===== src/rtl/udma_hyper_cfg_router.sv =====
// Config-bus router: steers the uDMA peripheral config port to one of NB_TGT register targets.
// Optional feature macro HYPER_CFG_TIMEOUT_EN aborts a hung target after TIMEOUT_CYCLES with an error.
module udma_hyper_cfg_router #(
  parameter int unsigned           NB_TGT         = 2,
  parameter int unsigned           ADDR_WIDTH     = 6,
  parameter int unsigned           TGT_ADDR_LSB   = 5,
  parameter int unsigned           DATA_WIDTH     = 32,
  parameter int unsigned           TIMEOUT_CYCLES = 256,
  parameter logic [DATA_WIDTH-1:0] ERR_DATA       = 32'hBADACCE5
) (
  input  logic                              sys_clk_i,
  input  logic                              rstn_i,
  input  logic                              cfg_valid_i,
  input  logic [ADDR_WIDTH-1:0]             cfg_addr_i,
  input  logic                              cfg_rwn_i,
  input  logic [DATA_WIDTH-1:0]             cfg_data_i,
  output logic                              cfg_ready_o,
  output logic [DATA_WIDTH-1:0]             cfg_data_o,
  output logic                              cfg_err_o,
  output logic [NB_TGT-1:0]                 tgt_valid_o,
  output logic [TGT_ADDR_LSB-1:0]           tgt_addr_o,
  output logic                              tgt_rwn_o,
  output logic [DATA_WIDTH-1:0]             tgt_data_o,
  input  logic [NB_TGT-1:0]                 tgt_ready_i,
  input  logic [NB_TGT-1:0][DATA_WIDTH-1:0] tgt_rdata_i,
  output logic                              busy_o,
  output logic [7:0]                        err_cnt_o
);
  localparam int unsigned IDX_W = ADDR_WIDTH - TGT_ADDR_LSB;

  typedef enum logic [1:0] {IDLE, REQ, RSP} state_t;

  state_t                  state_q, state_d;
  logic [IDX_W-1:0]        idx_q, idx_d;
  logic [TGT_ADDR_LSB-1:0] addr_q, addr_d;
  logic                    rwn_q, rwn_d;
  logic [DATA_WIDTH-1:0]   wdata_q, wdata_d;
  logic [DATA_WIDTH-1:0]   rdata_q, rdata_d;
  logic                    err_q, err_d;
  logic [7:0]              err_cnt_q;

  logic [NB_TGT-1:0]       sel;
  logic                    sel_ready;
  logic [DATA_WIDTH-1:0]   sel_rdata;
  logic                    mapped;
  logic                    timeout;

  // Request strobe comes only from registered state, so non-selected ready bits mask out naturally.
  assign sel       = (state_q == REQ) ? (NB_TGT'(1) << idx_q) : '0;
  assign sel_ready = |(tgt_ready_i & sel);
  assign mapped    = 32'(cfg_addr_i[ADDR_WIDTH-1:TGT_ADDR_LSB]) < NB_TGT;

  always_comb begin
    sel_rdata = '0;
    for (int i = 0; i < NB_TGT; i++) begin
      if (sel[i]) sel_rdata = tgt_rdata_i[i];
    end
  end

`ifdef HYPER_CFG_TIMEOUT_EN
  localparam int unsigned TMO_W = $clog2(TIMEOUT_CYCLES);
  logic [TMO_W-1:0] tmo_cnt_q;

  // Counter sits at zero outside REQ, so every REQ entry starts a fresh count.
  always_ff @(posedge sys_clk_i) begin
    if (!rstn_i || state_q != REQ) tmo_cnt_q <= '0;
    else                           tmo_cnt_q <= tmo_cnt_q + 1'b1;
  end

  assign timeout = (tmo_cnt_q == TMO_W'(TIMEOUT_CYCLES - 1));
`else
  logic unused_timeout;
  assign unused_timeout = (TIMEOUT_CYCLES != 0);
  assign timeout        = 1'b0;
`endif

  always_comb begin
    state_d = state_q;
    idx_d   = idx_q;
    addr_d  = addr_q;
    rwn_d   = rwn_q;
    wdata_d = wdata_q;
    rdata_d = rdata_q;
    err_d   = err_q;
    unique case (state_q)
      IDLE: begin
        if (cfg_valid_i) begin
          idx_d   = cfg_addr_i[ADDR_WIDTH-1:TGT_ADDR_LSB];
          addr_d  = cfg_addr_i[TGT_ADDR_LSB-1:0];
          rwn_d   = cfg_rwn_i;
          wdata_d = cfg_data_i;
          if (mapped) begin
            state_d = REQ;
          end else begin
            state_d = RSP;
            err_d   = 1'b1;
            rdata_d = ERR_DATA;
          end
        end
      end
      REQ: begin
        // A ready arriving in the final timeout cycle still completes normally.
        if (sel_ready) begin
          state_d = RSP;
          err_d   = 1'b0;
          rdata_d = rwn_q ? sel_rdata : '0;
        end else if (timeout) begin
          state_d = RSP;
          err_d   = 1'b1;
          rdata_d = ERR_DATA;
        end
      end
      RSP:     state_d = IDLE;
      default: state_d = IDLE;
    endcase
  end

  always_ff @(posedge sys_clk_i) begin
    if (!rstn_i) begin
      state_q   <= IDLE;
      idx_q     <= '0;
      addr_q    <= '0;
      rwn_q     <= 1'b0;
      wdata_q   <= '0;
      rdata_q   <= '0;
      err_q     <= 1'b0;
      err_cnt_q <= '0;
    end else begin
      state_q <= state_d;
      idx_q   <= idx_d;
      addr_q  <= addr_d;
      rwn_q   <= rwn_d;
      wdata_q <= wdata_d;
      rdata_q <= rdata_d;
      err_q   <= err_d;
      if (state_q == RSP && err_q && err_cnt_q != 8'hFF) err_cnt_q <= err_cnt_q + 8'd1;
    end
  end

  assign cfg_ready_o = (state_q == RSP);
  assign cfg_data_o  = rdata_q;
  assign cfg_err_o   = err_q;
  assign tgt_valid_o = sel;
  assign tgt_addr_o  = addr_q;
  assign tgt_rwn_o   = rwn_q;
  assign tgt_data_o  = wdata_q;
  assign busy_o      = (state_q != IDLE);
  assign err_cnt_o   = err_cnt_q;

endmodule

===== config.mk =====
export PLATFORM = sky130hd
export DESIGN_NAME = udma_hyper_cfg_router
export DESIGN_NICKNAME = d
export VERILOG_FILES = /design/src/rtl/udma_hyper_cfg_router.sv
export SDC_FILE = /design/constraint.sdc
export NUM_CORES = 1
export LEC_CHECK = 0
export BUFFER_PORTS_ARGS = -buffer_cell sky130_fd_sc_hd__clkbuf_2
export CORE_UTILIZATION = 46
export CTS_CLUSTER_DIAMETER = 100
export DETAILED_ROUTE_END_ITERATION = 10
export GPL_TIMING_DRIVEN = 0
export PLACE_DENSITY = 0.92
export SLEW_MARGIN = 15
export SYNTH_ARGS = -nofsm -noshare
export SYNTH_HDL_FRONTEND = slang
export SYNTH_SLANG_ARGS = --single-unit

===== constraint.sdc =====
create_clock -name sys_clk_i -period 3.6 [get_ports sys_clk_i]
set_input_delay 0.18 -clock sys_clk_i [delete_from_list [all_inputs] [get_ports sys_clk_i]]
set_output_delay 0.18 -clock sys_clk_i [all_outputs]
set_load 0.05 [all_outputs]

==> summary.txt <==
outcome = complete, no violations
crit path DAT = 1570 ps
flop-to-flop setup slack = 2160 ps
Synth Flop Type = dfxtp_1
Seq/Total Area, Yosys = 43.9%
I/O pin count = 191
Final setup viols = 0
P_leak = 2.15 nW
P per Cell Area = 436 nW/um2
Worst Path Max Fanout = 10
Post-CTS Hold Buffers = 0
CP endpoint kind = output pin
ys async rst share = 0%
commonest cells after routing, fill and taps aside = 180 x clkbuf_2, 142 x nand2_1, 73 x dfxtp_1
vias in the first global route = 3006
post-DP HPWL = 6.66 mm
CTS root buf = clkbuf_8
PortBufs = 180
maximum VDD drop = 0.000259 V
Synth top area share = 43.9%
vias per cell = 4.69
grt ovf = 0
standard-cell rows = 30
Hold Path Stages = 3
period utilization = 48.5%
RSZ-0062 raised after global routing = false
Peak Freq = 572 MHz
Mapped Cells = 369
Die Wd = 87.1 um
initial antenna violation count = 0
H-tree levels = 3
routability cong. = 0.745
Post-CTS Setup Bufs = 0
Final Slew Violations = 0
Antenna Cells = 0
warning count from the yosys run = 0
share of cells above drive strength 1 = 45.9%
worst hold endpoint = tgt_data_o[14]
fin crit period = 1750 ps
final hold vios = 0
cts repair resizes = 0
Nets = 676
top post-synthesis cells by area = dfxtp_1 44%, nand2_1 16%, mux2_2 11%
routed len/inst = 12.7 um
Reg2Reg Launch Point = idx_q
maxcap violations = 0
Die Span Y = 87.1 um
clk sink count = 73
wirelength, routed = 8.50 mm
final setup TNS = 0 ps
Setup Skew = 7.99 ps
core area = 6910 um2
critical path type = reg -> out
DRT iter0 DRCs = 46
Critical Path RT = 3420 ps
Power Total = 0.00201 W
worst-case reg-to-reg path depth = 5
drt first pass iters = 4
Die ar. = 7580 um2
clk buf depth = 2
cell taking the most area after synthesis = dfxtp_1
commonest non-fill, non-tap cell in the layout = clkbuf_2
CTS tree = built
EDFF count, synth = 0
Worst Hold Class = in -> reg
starting density of the core = 48.2%
synthesized area = 3330 um2
HP Start = cfg_data_i[14]
Cell variety after synth = 23
Num CTS Buffers = 9
wire length of the first global-routing pass = 12.9 mm
Layout area overhead = 38.4%
clock latency on the worst-skew pair = 330 ps
largest net degree at the start of global routing = 14
reg2reg end = cfg_data_o[6]
Synth Register Bits = 73
Total GRT Usage = 21.9%
vias post-DR = 3140
Routed Antenna Nets = 0
clock slew at reported path FFs = 80 ps
Syn Area/Cell = 9.03 um2
CP startpoint kind = flop
number of remaining DRC errors = 0
==> sequential cells by signal, summed over array words and instances (netlist names) <==
name / flops
state_q: 2
cfg_data_o: 32
tgt_addr_o: 5
tgt_data_o: 32
tgt_rwn_o: 1
idx_q: 1
==> layout make-up <==
class / count / area (um2)
buffer: 36 / 230
clock buffer: 10 / 138
clock inverter: 6 / 91.3
fill: 600 / 2300
inverter: 1 / 3.75
multi-input combinational: 267 / 1670
sequential: 73 / 1460
tap: 96 / 120
timing repair buffer: 180 / 901
==> Yosys cell counts, types with 3 or more instances <==
library cell and count:
clkbuf_1 7, mux2i_1 32, nand2_1 142, buf_4 11
buf_2 13, nor2_1 3, buf_6 5, mux2_2 32
dfxtp_1 73, a21boi_0 29, a21boi_1 10
==> power by group <==
part           total [W]  leakage (nW)  internal [W]  switching (W)
sequential      0.000860         0.594      0.000841      0.0000192
clock           0.000717         0.105      0.000410       0.000307
combinational   0.000431          1.45      0.000157       0.000274
==> critical path, cell delays in order (launching register included) <==
cell,delay (ps)
dfxtp_1,310
buf_4,190
buf_2,270
inv_1,80
nor2_1,100
clkbuf_2,290
==> how the worst max path moves through the flow <==
stage | start | end
floorplan | idx_q | tgt_valid_o[1]
global placement | idx_q | cfg_data_o[6]
detailed placement | idx_q | cfg_data_o[6]
CTS | idx_q | tgt_valid_o[1]
global route | idx_q | tgt_valid_o[1]
finish | idx_q | tgt_valid_o[1]
==> layer usage <==
metal / track usage (%) / wire length (um)
met1: 23.0 / 3380
met2: 41.4 / 4420
met3: 5.69 / 605
met4: 8.20 / 94
met5: 0 / 0
==> stage by stage <==
stage / hold WS, ps / instances / worst slack [ps] / cell area [um2] / utilization, %
floorplan: 315 / 377 / 2050 / 3360 / -
global placement: 403 / 653 / 2210 / 4380 / 63.4
detailed placement: 409 / 653 / 2160 / 4380 / 63.4
CTS: 33.5 / 669 / 1830 / 4610 / 66.8
global route: 45.4 / 669 / 1750 / 4610 / 66.8
finish: 51.8 / 669 / 1850 / 4610 / 66.8
==> cell families after synthesis <==
kind of cell	synth area share, %
flops	43.9
mux	21.1
compound gates	8.79
buf+inv	7.02
simple gates	19.1
other cells	0.113
Power figures use the tool's default switching activity.
